**config.mk**
```make
export PLATFORM = sky130hd
export DESIGN_NAME = program_loader_flat
export DESIGN_NICKNAME = d
export VERILOG_FILES = /design/src/rtl/program_loader_pkg.sv /design/src/rtl/program_loader_if.sv /design/src/rtl/loader_word_packer.sv /design/src/rtl/program_loader.sv /design/src/flat_wrapper.sv
export SDC_FILE = /design/constraint.sdc
export NUM_CORES = 1
export LEC_CHECK = 0
export BUFFER_PORTS_ARGS = -buffer_cell sky130_fd_sc_hd__buf_4
export CAP_MARGIN = 40
export CORE_MARGIN = 3
export CORE_UTILIZATION = 24
export CTS_CLUSTER_SIZE = 16
export DETAILED_ROUTE_END_ITERATION = 12
export REMOVE_ABC_BUFFERS = 1
export SLEW_MARGIN = 30
export SYNTH_ARGS = -nofsm -noshare
export SYNTH_HDL_FRONTEND = slang
export SYNTH_SLANG_ARGS = --single-unit
```
**constraint.sdc**
```tcl
create_clock -name clk -period 2 [get_ports clk]
set_input_delay 0.2 -clock clk [delete_from_list [all_inputs] [get_ports clk]]
set_output_delay 0.2 -clock clk [all_outputs]
set_load 0.02 [all_outputs]
```
**src/rtl/program_loader_pkg.sv**
```systemverilog
// Shared types and constants for the boot-time program loader.
// Optional checksum byte is enabled by defining PROGRAM_LOADER_CHECKSUM_EN.
package program_loader_pkg;

   localparam logic [15:0] LOAD_BASE      = 16'h0000;
   localparam logic [15:0] MAX_WORDS      = 16'd256;
   localparam logic        CPU_RESET_INIT = 1'b1;

   typedef enum logic [3:0] {
      IDLE,
      HDR_HI,
      HDR_LO,
      DAT_HI,
      DAT_LO,
      WRITE,
      CHK,
      DONE,
      ERR
   } state_t;

   // States in which a stream byte may be taken.
   function automatic logic accepting(state_t s);
      return (s == HDR_HI) || (s == HDR_LO) || (s == DAT_HI) ||
             (s == DAT_LO) || (s == CHK);
   endfunction

endpackage

```
**src/rtl/program_loader_if.sv**
```systemverilog
// Byte-stream input and memory write bus of the program loader.
// master = loader side, slave = stream source / memory side.
interface program_loader_if;
   logic        in_valid;
   logic [7:0]  in_data;
   logic        in_ready;
   logic [15:0] mem_addr;
   logic [15:0] mem_wd;
   logic        mem_we;

   modport master (
      input  in_valid, in_data,
      output in_ready, mem_addr, mem_wd, mem_we
   );

   modport slave (
      output in_valid, in_data,
      input  in_ready, mem_addr, mem_wd, mem_we
   );
endinterface

```
**src/rtl/loader_word_packer.sv**
```systemverilog
// Packs accepted bytes (high byte first) into 16-bit words; with
// PROGRAM_LOADER_CHECKSUM_EN it also keeps the running XOR of payload bytes.
module loader_word_packer (
   input  logic        clk,
   input  logic        reset,
   input  logic        clear,
   input  logic        load_hi,
   input  logic [7:0]  data,
   output logic [7:0]  hi_byte,
   output logic [15:0] word
`ifdef PROGRAM_LOADER_CHECKSUM_EN
   ,
   input  logic        xor_en,
   output logic [7:0]  xor_sum
`endif
);

   logic [7:0] hi_reg;

   always_ff @(posedge clk) begin
      if (reset || clear) begin
         hi_reg <= 8'h00;
      end else if (load_hi) begin
         hi_reg <= data;
      end
   end

   // The low byte is taken straight from the bus so the word is ready on the accepting edge.
   assign hi_byte = hi_reg;
   assign word    = {hi_reg, data};

`ifdef PROGRAM_LOADER_CHECKSUM_EN
   logic [7:0] xor_reg;

   always_ff @(posedge clk) begin
      if (reset || clear) begin
         xor_reg <= 8'h00;
      end else if (xor_en) begin
         xor_reg <= xor_reg ^ data;
      end
   end

   assign xor_sum = xor_reg;
`endif

endmodule

```
**src/rtl/program_loader.sv**
```systemverilog
// Boot loader: header count + N big-endian words from a byte stream into memory,
// holding the CPU in reset meanwhile. Optional trailing checksum: PROGRAM_LOADER_CHECKSUM_EN.
module program_loader
   import program_loader_pkg::*;
(
   input  logic             clk,
   input  logic             reset,
   input  logic             start,
   program_loader_if.master bus,
   output logic             cpu_reset,
   output logic             busy,
   output logic             done,
   output logic             err
);

`ifdef PROGRAM_LOADER_CHECKSUM_EN
   localparam state_t FINAL_STATE = CHK;
`else
   localparam state_t FINAL_STATE = DONE;
`endif

   state_t      state_reg, state_next;
   logic [15:0] count_reg;
   logic [15:0] idx_reg;
   logic [15:0] mem_addr_reg;
   logic [15:0] mem_wd_reg;
   logic        accept;
   logic        restart;
   logic [7:0]  hi_byte;
   logic [15:0] word;
   logic [15:0] hdr_count;
`ifdef PROGRAM_LOADER_CHECKSUM_EN
   logic [7:0]  xor_sum;
`endif

   assign accept  = bus.in_valid && bus.in_ready;
   assign restart = start && ((state_reg == IDLE) || (state_reg == DONE) || (state_reg == ERR));
   // In HDR_LO the packer's high register still holds the count high byte.
   assign hdr_count = word;

   loader_word_packer u_packer (
      .clk     (clk),
      .reset   (reset),
      .clear   (restart),
      .load_hi (accept && ((state_reg == HDR_HI) || (state_reg == DAT_HI))),
      .data    (bus.in_data),
      .hi_byte (hi_byte),
      .word    (word)
`ifdef PROGRAM_LOADER_CHECKSUM_EN
      ,
      .xor_en  (accept && ((state_reg == DAT_HI) || (state_reg == DAT_LO))),
      .xor_sum (xor_sum)
`endif
   );

   always_comb begin
      state_next = state_reg;
      case (state_reg)
         IDLE:   if (start) state_next = HDR_HI;
         HDR_HI: if (accept) state_next = HDR_LO;
         HDR_LO: begin
            if (accept) begin
               if (hdr_count == 16'd0)           state_next = FINAL_STATE;
               else if (hdr_count > MAX_WORDS)   state_next = ERR;
               else                              state_next = DAT_HI;
            end
         end
         DAT_HI: if (accept) state_next = DAT_LO;
         DAT_LO: if (accept) state_next = WRITE;
         WRITE: begin
            if (idx_reg + 16'd1 == count_reg) state_next = FINAL_STATE;
            else                              state_next = DAT_HI;
         end
`ifdef PROGRAM_LOADER_CHECKSUM_EN
         CHK: if (accept) state_next = (bus.in_data == xor_sum) ? DONE : ERR;
`endif
         DONE:   if (start) state_next = HDR_HI;
         ERR:    if (start) state_next = HDR_HI;
         default: state_next = IDLE;
      endcase
   end

   always_ff @(posedge clk) begin
      if (reset) begin
         state_reg    <= IDLE;
         count_reg    <= 16'd0;
         idx_reg      <= 16'd0;
         mem_addr_reg <= LOAD_BASE;
         mem_wd_reg   <= 16'h0000;
      end else begin
         state_reg <= state_next;
         if (restart) begin
            idx_reg <= 16'd0;
         end else if (state_reg == WRITE) begin
            idx_reg <= idx_reg + 16'd1;
         end
         if (accept && (state_reg == HDR_LO)) begin
            count_reg <= hdr_count;
         end
         // Address and data are captured with the low byte so they are stable through WRITE.
         if (accept && (state_reg == DAT_LO)) begin
            mem_addr_reg <= LOAD_BASE + idx_reg;
            mem_wd_reg   <= word;
         end
      end
   end

   assign bus.in_ready = accepting(state_reg);
   assign bus.mem_we   = (state_reg == WRITE);
   assign bus.mem_addr = mem_addr_reg;
   assign bus.mem_wd   = mem_wd_reg;
   assign cpu_reset    = (state_reg == DONE) ? ~CPU_RESET_INIT : CPU_RESET_INIT;
   assign busy         = !((state_reg == IDLE) || (state_reg == DONE) || (state_reg == ERR));
   assign done         = (state_reg == DONE);
   assign err          = (state_reg == ERR);

endmodule

```
**src/flat_wrapper.sv**
```systemverilog
// flat-port wrapper written by rule: the top's interface ports become plain ports
module program_loader_flat import program_loader_pkg::*;
  (clk, reset, start, cpu_reset, busy, done, err, bus_in_valid, bus_in_data, bus_in_ready, bus_mem_addr, bus_mem_wd, bus_mem_we);
  program_loader_if bus_i ();
  input  logic clk;
  input  logic reset;
  input  logic start;
  output logic cpu_reset;
  output logic busy;
  output logic done;
  output logic err;
  input wire logic [$bits(bus_i.in_valid)-1:0] bus_in_valid;
  input wire logic [$bits(bus_i.in_data)-1:0] bus_in_data;
  output wire logic [$bits(bus_i.in_ready)-1:0] bus_in_ready;
  output wire logic [$bits(bus_i.mem_addr)-1:0] bus_mem_addr;
  output wire logic [$bits(bus_i.mem_wd)-1:0] bus_mem_wd;
  output wire logic [$bits(bus_i.mem_we)-1:0] bus_mem_we;
  assign bus_i.in_valid = bus_in_valid;
  assign bus_i.in_data = bus_in_data;
  assign bus_in_ready = bus_i.in_ready;
  assign bus_mem_addr = bus_i.mem_addr;
  assign bus_mem_wd = bus_i.mem_wd;
  assign bus_mem_we = bus_i.mem_we;
  program_loader u_core (.clk(clk), .reset(reset), .start(start), .bus(bus_i), .cpu_reset(cpu_reset), .busy(busy), .done(done), .err(err));
endmodule
```
==> reports/summary.log, run 1 <==
qor: outcome.outcome completed
qor: grt.antenna_found_initial 0
qor: floorplan.std_cell_rows 43
qor: logic_synthesis.synth_area_leader_cell sky130_fd_sc_hd__dfxtp_1
qor: logic_synthesis.post_synth_edffs 0
qor: layout.nets_final 513
qor: logic_synthesis.synthTopCellsByArea sky130_fd_sc_hd__dfxtp_1, sky130_fd_sc_hd__nand2_1, sky130_fd_sc_hd__a21oi_1
qor: logic_synthesis.yosysTopAreaCellShare 42.9%
qor: logic_synthesis.synth_top_flop_cell sky130_fd_sc_hd__dfxtp_1
qor: grt.grt_total_usage 11.7%
qor: drt.route.vias.total 3183
qor: drt.remaining_drc_errors 0
qor: power_and_ir_drop.power_switching_share 28.0%
qor: logic_synthesis.synthesis.area_per_instance 7.98 sq um
qor: drt.drt.antenna.violating_nets 0
qor: logic_synthesis.ys_async_sr_fraction 0%
qor: sta.maximum_achievable_frequency 526 MHz
qor: clocking.root_buffer sky130_fd_sc_hd__clkbuf_16
qor: critical_path.critical_path_required 2.28 ns
qor: layout.register_area 0.00152 sq mm
qor: clocking.cts_made_buffers 9
qor: critical_path.critical_path_capture_point_type flop
qor: drt.drtPass1Iterations 4
qor: clocking.clkLatencyLatePin 0.34 ns
qor: power_and_ir_drop.power.static_leakage 1.81 nW
qor: sta.layout_min_cycle_time 1.90 ns
qor: grt.wire_length_of_the_first_global_routing_pass 15300 um
qor: grt.globalRoute.totalOverflow 0
qor: logic_synthesis.syn-instance-count 445
qor: clocking.post-cts-setup-buffers 0
qor: sta.timing.clock.skew 0.0103 ns
qor: logic_synthesis.synth_top_cells_by_count sky130_fd_sc_hd__nand2_1, sky130_fd_sc_hd__dfxtp_1, sky130_fd_sc_hd__a21oi_1
qor: layout.synthToLayoutAreaGrowth 26.1%
qor: grt.largest_net_degree_at_the_start_of_global_routing 31
qor: logic_synthesis.yosys_register_bits 76
qor: hold_path.hold-path-endpoint u_core.count_reg[6]
qor: critical_path.critical_path_peak_fanout 2
qor: clocking.cts_max_level 3
qor: logic_synthesis.synth_most_common_cell sky130_fd_sc_hd__nand2_1
qor: power_and_ir_drop.power_internal 2.61 mW
qor: drt.drt_first_iter_violations 165
qor: critical_path.regToRegStartpoint u_core.idx_reg[0]
qor: power_and_ir_drop.pwr-share-comb 12.9%
qor: placed_design.port_buffers 49
qor: power_and_ir_drop.clock_power_share 42.2%
qor: layout.drive_above_1_share 20.0%
qor: run.max_cap_viol_count 0
qor: drt.totalWireLength 9210 um
qor: floorplan.area_of_the_die 0.0163 sq mm
qor: logic_synthesis.syn-cell-area 0.00355 sq mm
qor: logic_synthesis.synth.yosys.seq_area_share 42.9%
qor: sta.period_share 95.0%
qor: critical_path.reg2reg_depth 7
qor: placed_design.routabilityCongestion 0.943
qor: power_and_ir_drop.power.share.sequential 44.9%
qor: layout.fillCellCount 1486
qor: sta.timing_max_transition_violations_final 0
qor: grt.grt_pass1_vias 3136
qor: critical_path.worstSetupPathType reg2reg
qor: layout.diodes 0
qor: sta.whs 0.123 ns
qor: floorplan.floorplan.core_area 0.0141 sq mm
qor: clocking.cts_tree built
qor: critical_path.cp.arrival 2.18 ns
qor: critical_path.r2r_slack 0.10 ns
qor: floorplan.floorplan.initialDensity 25.1%
qor: drt.post_drt_via_cell_ratio 4.65
qor: sta.hold_viol_final 0
qor: placed_design.place_worst_setup_slack 0.0653 ns
qor: hold_path.worst_hold_path.num_cells 3
qor: critical_path.crit_path_max_incr_delay 0.54 ns
qor: hold_path.worst_hold_path_type in2reg
qor: layout.multiInputGateArea 0.00181 sq mm
qor: power_and_ir_drop.vdd_ir_drop_max 0.439 mV
qor: sta.maxSlewHeadroom 75.3%
qor: logic_synthesis.yosysWarningCount 0
qor: drt.wl_per_cell 13.4 um
qor: clocking.clockBufferDepth 2
qor: sta.unrepaired_setup_endpoints_after_global_routing false
qor: sta.max_slew.worst_pin.slew 0.370 ns
qor: critical_path.rr_endpoint u_core.state_reg[2]
qor: logic_synthesis.netlist-cell-type-count 42
qor: critical_path.sort_of_element_at_the_start_of_the_critical_path flop
qor: hold_path.hp-start bus_in_data[6]
qor: critical_path.cp_cell_sequence ha_1 > nand2_1 > or4_4 > xnor2_1 > mux2i_1 > nor4_1 > a41o_1
qor: power_and_ir_drop.netSwitchingPower 1.01 mW
qor: placed_design.hpwl_after_detailed_placement 6770 um
qor: power_and_ir_drop.power-per-cell-area 809 mW/mm^2
qor: clocking.clkTransAtPathRegs 0.06 ns
qor: floorplan.die-height 128 um
qor: clocking.numClockSinks 76
qor: sta.setup_slack 0.100 ns
qor: floorplan.width_of_the_die 128 um
qor: critical_path.timing.critical_path.slowest_stage_cell sky130_fd_sc_hd__or4_4
qor: floorplan.io_pins 50
qor: sta.setup_viol_count_final 0
## stage by stage
stage	instances	utilization, %	total power [mW]	setup TNS [ns]	cell area, sq um
CTS	685	31.6	3.67	0	4470
floorplan	411	-	1.93	-11.90	3360
finish	685	31.6	3.62	0	4480
global placement	669	29.6	2.11	0	4190
global route	685	31.6	3.79	0	4480
detailed placement	669	29.6	2.13	0	4190
## cells by family after synthesis
kind of cell	synth area share, %
AND/OR/NAND/NOR	24.8
flip-flops	42.9
adder cells (fa/ha/maj)	0.352
XOR/XNOR	8.64
buffers and inverters	6.17
multiplexers	6.20
AO/OA/AOI/OAI	11.0
## routing by layer
layer	global-route usage, %	share of wire, %
met1	15.3	47
met4	3.87	1.4
met3	3.47	5.8
met5	0	0
met2	18.5	45
## repair_timing
action / in CTS / in global routing
endpoints found under the setup margin: 0 / 2
hold buffers: 0 / 0
gates resized for setup: 0 / 2
## cell usage in the layout (no fill, tap or decap), types with 2 or more instances in the layout
cell,n
sky130_fd_sc_hd__nor2_1,45
sky130_fd_sc_hd__inv_6,4
sky130_fd_sc_hd__mux2i_1,22
sky130_fd_sc_hd__clkbuf_16,9
sky130_fd_sc_hd__a21oi_1,51
sky130_fd_sc_hd__nor2b_1,2
sky130_fd_sc_hd__xor2_1,13
sky130_fd_sc_hd__nand2_1,97
sky130_fd_sc_hd__or3_1,2
sky130_fd_sc_hd__and2_1,3
sky130_fd_sc_hd__nor4_1,8
sky130_fd_sc_hd__nand4_1,3
sky130_fd_sc_hd__nor3_1,11
sky130_fd_sc_hd__a31oi_1,2
sky130_fd_sc_hd__o211ai_1,2
sky130_fd_sc_hd__o21ai_0,10
sky130_fd_sc_hd__dfxtp_1,75
sky130_fd_sc_hd__nand3_1,12
sky130_fd_sc_hd__xnor2_1,22
sky130_fd_sc_hd__inv_1,8
sky130_fd_sc_hd__and3_1,2
sky130_fd_sc_hd__buf_4,77
## layout make-up
class	count	area share [%]
Tap cell	180	5.03
Inverter	9	0.755
Clock inverter	7	1.26
Timing Repair Buffer	78	13.4
Multi-Input combinational cell	326	40.5
Clock buffer	9	5.03
Sequential cell	76	34.0
## power groups by stage
stage	Clock (mW)	Combinational [mW]	Sequential (mW)
detailed placement	0	0.469	1.66
global route	1.64	0.521	1.63
floorplan	0	0.290	1.64
global placement	0	0.459	1.65
CTS	1.57	0.471	1.62
finish	1.53	0.465	1.63
## critical path, delay by kind of cell (launching register included)
kind / cells / cell delay, ns
AO/OA/AOI/OAI: 1 / 0.18
AND/OR/NAND/NOR: 3 / 0.90
adder cells (fa/ha/maj): 1 / 0.17
XOR/XNOR: 1 / 0.16
multiplexers: 1 / 0.09
flip-flops: 1 / 0.33
## worst max-delay path by stage
stage                             start             endpoint  slack, ns  depth (start not counted)
floorplan           u_core.state_reg[2]    u_core.idx_reg[0]      -0.50                          6
global placement      u_core.idx_reg[0]  u_core.state_reg[2]       0.14                          7
detailed placement    u_core.idx_reg[0]  u_core.state_reg[2]       0.07                          8
CTS                   u_core.idx_reg[0]  u_core.state_reg[2]       0.05                          8
global route          u_core.idx_reg[0]  u_core.state_reg[2]       0.01                          7
finish                u_core.idx_reg[0]  u_core.state_reg[2]       0.10                          7
Note: power is estimated with default switching activity, not from simulation.
==> inputs of run 2 (changes only) <==
--- a/config.mk
+++ b/config.mk
@@ -7,7 +7,6 @@
 export LEC_CHECK = 0
 export BUFFER_PORTS_ARGS = -buffer_cell sky130_fd_sc_hd__buf_4
 export CAP_MARGIN = 40
-export CORE_MARGIN = 3
 export CORE_UTILIZATION = 24
 export CTS_CLUSTER_SIZE = 16
 export DETAILED_ROUTE_END_ITERATION = 12
==> reports/summary.log, run 2 (synthesis gave the netlist of run 1 again) <==
qor: critical_path.r2r_slack 0.10 ns
qor: power_and_ir_drop.power.static_leakage 1.86 nW
qor: layout.multiInputGateArea 0.00185 sq mm
qor: clocking.clkTransAtPathRegs 0.06 ns
qor: outcome.outcome completed
qor: grt.antenna_found_initial 0
qor: sta.setup_slack 0.101 ns
qor: grt.wire_length_of_the_first_global_routing_pass 15400 um
qor: sta.period_share 95.0%
qor: placed_design.hpwl_after_detailed_placement 6800 um
qor: critical_path.cp_cell_sequence ha_4 > nand2_1 > or4_4 > mux2i_1 > mux2i_1 > nor4_1 > a41o_1
qor: critical_path.critPathBufInv 0
qor: placed_design.routabilityCongestion 0.869
qor: layout.fin_area 0.00456 sq mm
qor: critical_path.critical_path_required 2.28 ns
qor: clocking.root_buffer sky130_fd_sc_hd__clkbuf_16
qor: clocking.cts_tree built
qor: grt.grt_total_usage 13.2%
qor: critical_path.regToRegStartpoint u_core.idx_reg[0]
qor: layout.drive_above_1_share 20.9%
qor: grt.globalRoute.busiestLayer met2
qor: grt.largest_net_degree_at_the_start_of_global_routing 36
qor: critical_path.worstSetupPathType reg2reg
qor: run.max_cap_viol_count 0
qor: sta.maximum_achievable_frequency 527 MHz
qor: grt.grt_pass1_vias 3112
qor: critical_path.critical_path_capture_point_type flop
qor: layout.layout.cells.most_common sky130_fd_sc_hd__nand2_1
qor: hold_path.hp-start bus_in_data[3]
qor: sta.timing_max_transition_violations_final 0
qor: layout.mostFrequentLayoutCells sky130_fd_sc_hd__nand2_1, sky130_fd_sc_hd__buf_4, sky130_fd_sc_hd__dfxtp_1, sky130_fd_sc_hd__a21oi_1, sky130_fd_sc_hd__nor2_1
qor: layout.nets_final 514
qor: sta.maxSlewHeadroom 72.6%
qor: hold_path.worst_hold_path_type in2reg
qor: clocking.cts_made_buffers 9
qor: clocking.clockBufferDepth 2
qor: drt.totalWireLength 9360 um
qor: critical_path.rr_endpoint u_core.state_reg[2]
qor: clocking.postCtsHoldBufs 0
qor: sta.setup_viol_count_final 0
qor: placed_design.port_buffers 49
qor: hold_path.worst_hold_path.num_cells 3
qor: sta.max_slew.worst_pin.slew 0.410 ns
qor: floorplan.width_of_the_die 124 um
qor: sta.timing.clock.skew 0.00910 ns
qor: drt.drt.antenna.violating_nets 0
qor: drt.wl_per_cell 13.6 um
qor: critical_path.critical-path-top-delay-family simple AND/OR/NAND/NOR gates
qor: power_and_ir_drop.total_power 3.80 mW
qor: layout.register_area 0.00153 sq mm
qor: critical_path.crit_path_max_incr_delay 0.57 ns
qor: sta.unrepaired_setup_endpoints_after_global_routing false
qor: grt.use_met1 17.0%
qor: drt.route.vias.total 3146
qor: sta.layout_min_cycle_time 1.90 ns
qor: floorplan.io_pins 50
qor: critical_path.sort_of_element_at_the_start_of_the_critical_path flop
qor: sta.hold_viol_final 0
qor: floorplan.floorplan.core_area 0.0145 sq mm
qor: floorplan.die-height 124 um
qor: grt.global_route.usage.met3 4.30%
qor: floorplan.floorplan.initialDensity 24.5%
qor: hold_path.hold-path-endpoint u_core.bus.mem_wd[3]
qor: clocking.clkLatencyLatePin 0.34 ns
qor: drt.drtPass1Iterations 5
qor: placed_design.place_worst_setup_slack 0.108 ns
qor: critical_path.critical_path_peak_fanout 2
qor: grt.met2_usage_grt 21.0%
qor: layout.diodes 0
qor: critical_path.timing.critical_path.slowest_stage_cell sky130_fd_sc_hd__or4_4
qor: grt.globalRoute.totalOverflow 0
qor: clocking.cts_max_level 3
qor: power_and_ir_drop.power-per-cell-area 834 mW/mm^2
qor: floorplan.area_of_the_die 0.0153 sq mm
qor: layout.synthToLayoutAreaGrowth 28.4%
qor: drt.remaining_drc_errors 0
qor: clocking.numClockSinks 76
qor: placed_design.detailed_place.area 0.00419 sq mm
qor: layout.fillCellCount 1573
qor: critical_path.critical_path.most_common_cell sky130_fd_sc_hd__mux2i_1
qor: floorplan.std_cell_rows 44
qor: power_and_ir_drop.vdd_ir_drop_max 0.410 mV
qor: critical_path.reg2reg_depth 7
qor: critical_path.cp.arrival 2.18 ns
qor: drt.post_drt_via_cell_ratio 4.56
qor: drt.drt_first_iter_violations 217
-- run 2: cell types whose count changed in the layout (fill, tap and decap cells not counted), moves of 2 or more --
cell                        before  now
sky130_fd_sc_hd__bufinv_16       0    2
sky130_fd_sc_hd__dfxtp_1        75   73
sky130_fd_sc_hd__dfxtp_2         1    3
sky130_fd_sc_hd__inv_6           4    1
-- run 2: how the worst max path moves through the flow --
stage / endpoint / startpoint / slack [ns] / cells past startpoint
3_3_place_gp: u_core.state_reg[2] / u_core.idx_reg[0] / 0.14 / 7
5_1_grt: bus_mem_we / u_core.state_reg[0] / 0.009 / 5
4_1_cts: u_core.state_reg[2] / u_core.idx_reg[1] / 0.06 / 7
2_1_floorplan: u_core.idx_reg[0] / u_core.state_reg[2] / -0.50 / 6
6_report: u_core.state_reg[2] / u_core.idx_reg[0] / 0.10 / 7
3_5_place_dp: u_core.state_reg[2] / u_core.idx_reg[1] / 0.11 / 7
-- run 2: area by class of cell --
cell class	count	share of cell area, %
inverters	9	0.741
clock inverters	6	1.92
well taps	184	5.05
repair buffers	79	13.3
multi-input cells	326	40.5
clock buffers	10	5.02
flip-flops and latches	76	33.5
-- run 2: per-stage QoR --
stage	hold WS [ns]	instances	utilization, %	setup TNS [ns]
4_1_cts	0.118	688	31.1	0
3_5_place_dp	0.449	672	28.9	0
3_3_place_gp	0.443	672	28.9	0
2_1_floorplan	0.269	411	-	-11.90
6_report	0.133	690	31.5	0
5_1_grt	0.136	690	31.5	0
-- run 2: timing repair --
action | CTS | global route
setup buffers | 0 | 2
gates resized for setup | 0 | 9
endpoints found under the hold margin | 0 | 0
setup endpoints to repair | 0 | 1
-- run 2: worst min-delay path: stages --
cell	delay [ns]
sky130_fd_sc_hd__buf_4	0.12
sky130_fd_sc_hd__nand2_1	0.05
sky130_fd_sc_hd__a21oi_1	0.05
-- run 2: routing by layer --
metal  routed length (um)  share of wire, %  vias up
met5                    0                 0        -
met1                 4510                48     1483
met3                  524               5.6        6
met2                 4260                45       65
li1                     -                 -     1592
met4                   70              0.75        0
-- run 2: power by group --
part	switching (mW)	total, mW	internal, mW
Sequential	0.0673	1.62	1.56
Clock	0.619	1.71	1.09
Combinational	0.273	0.467	0.194
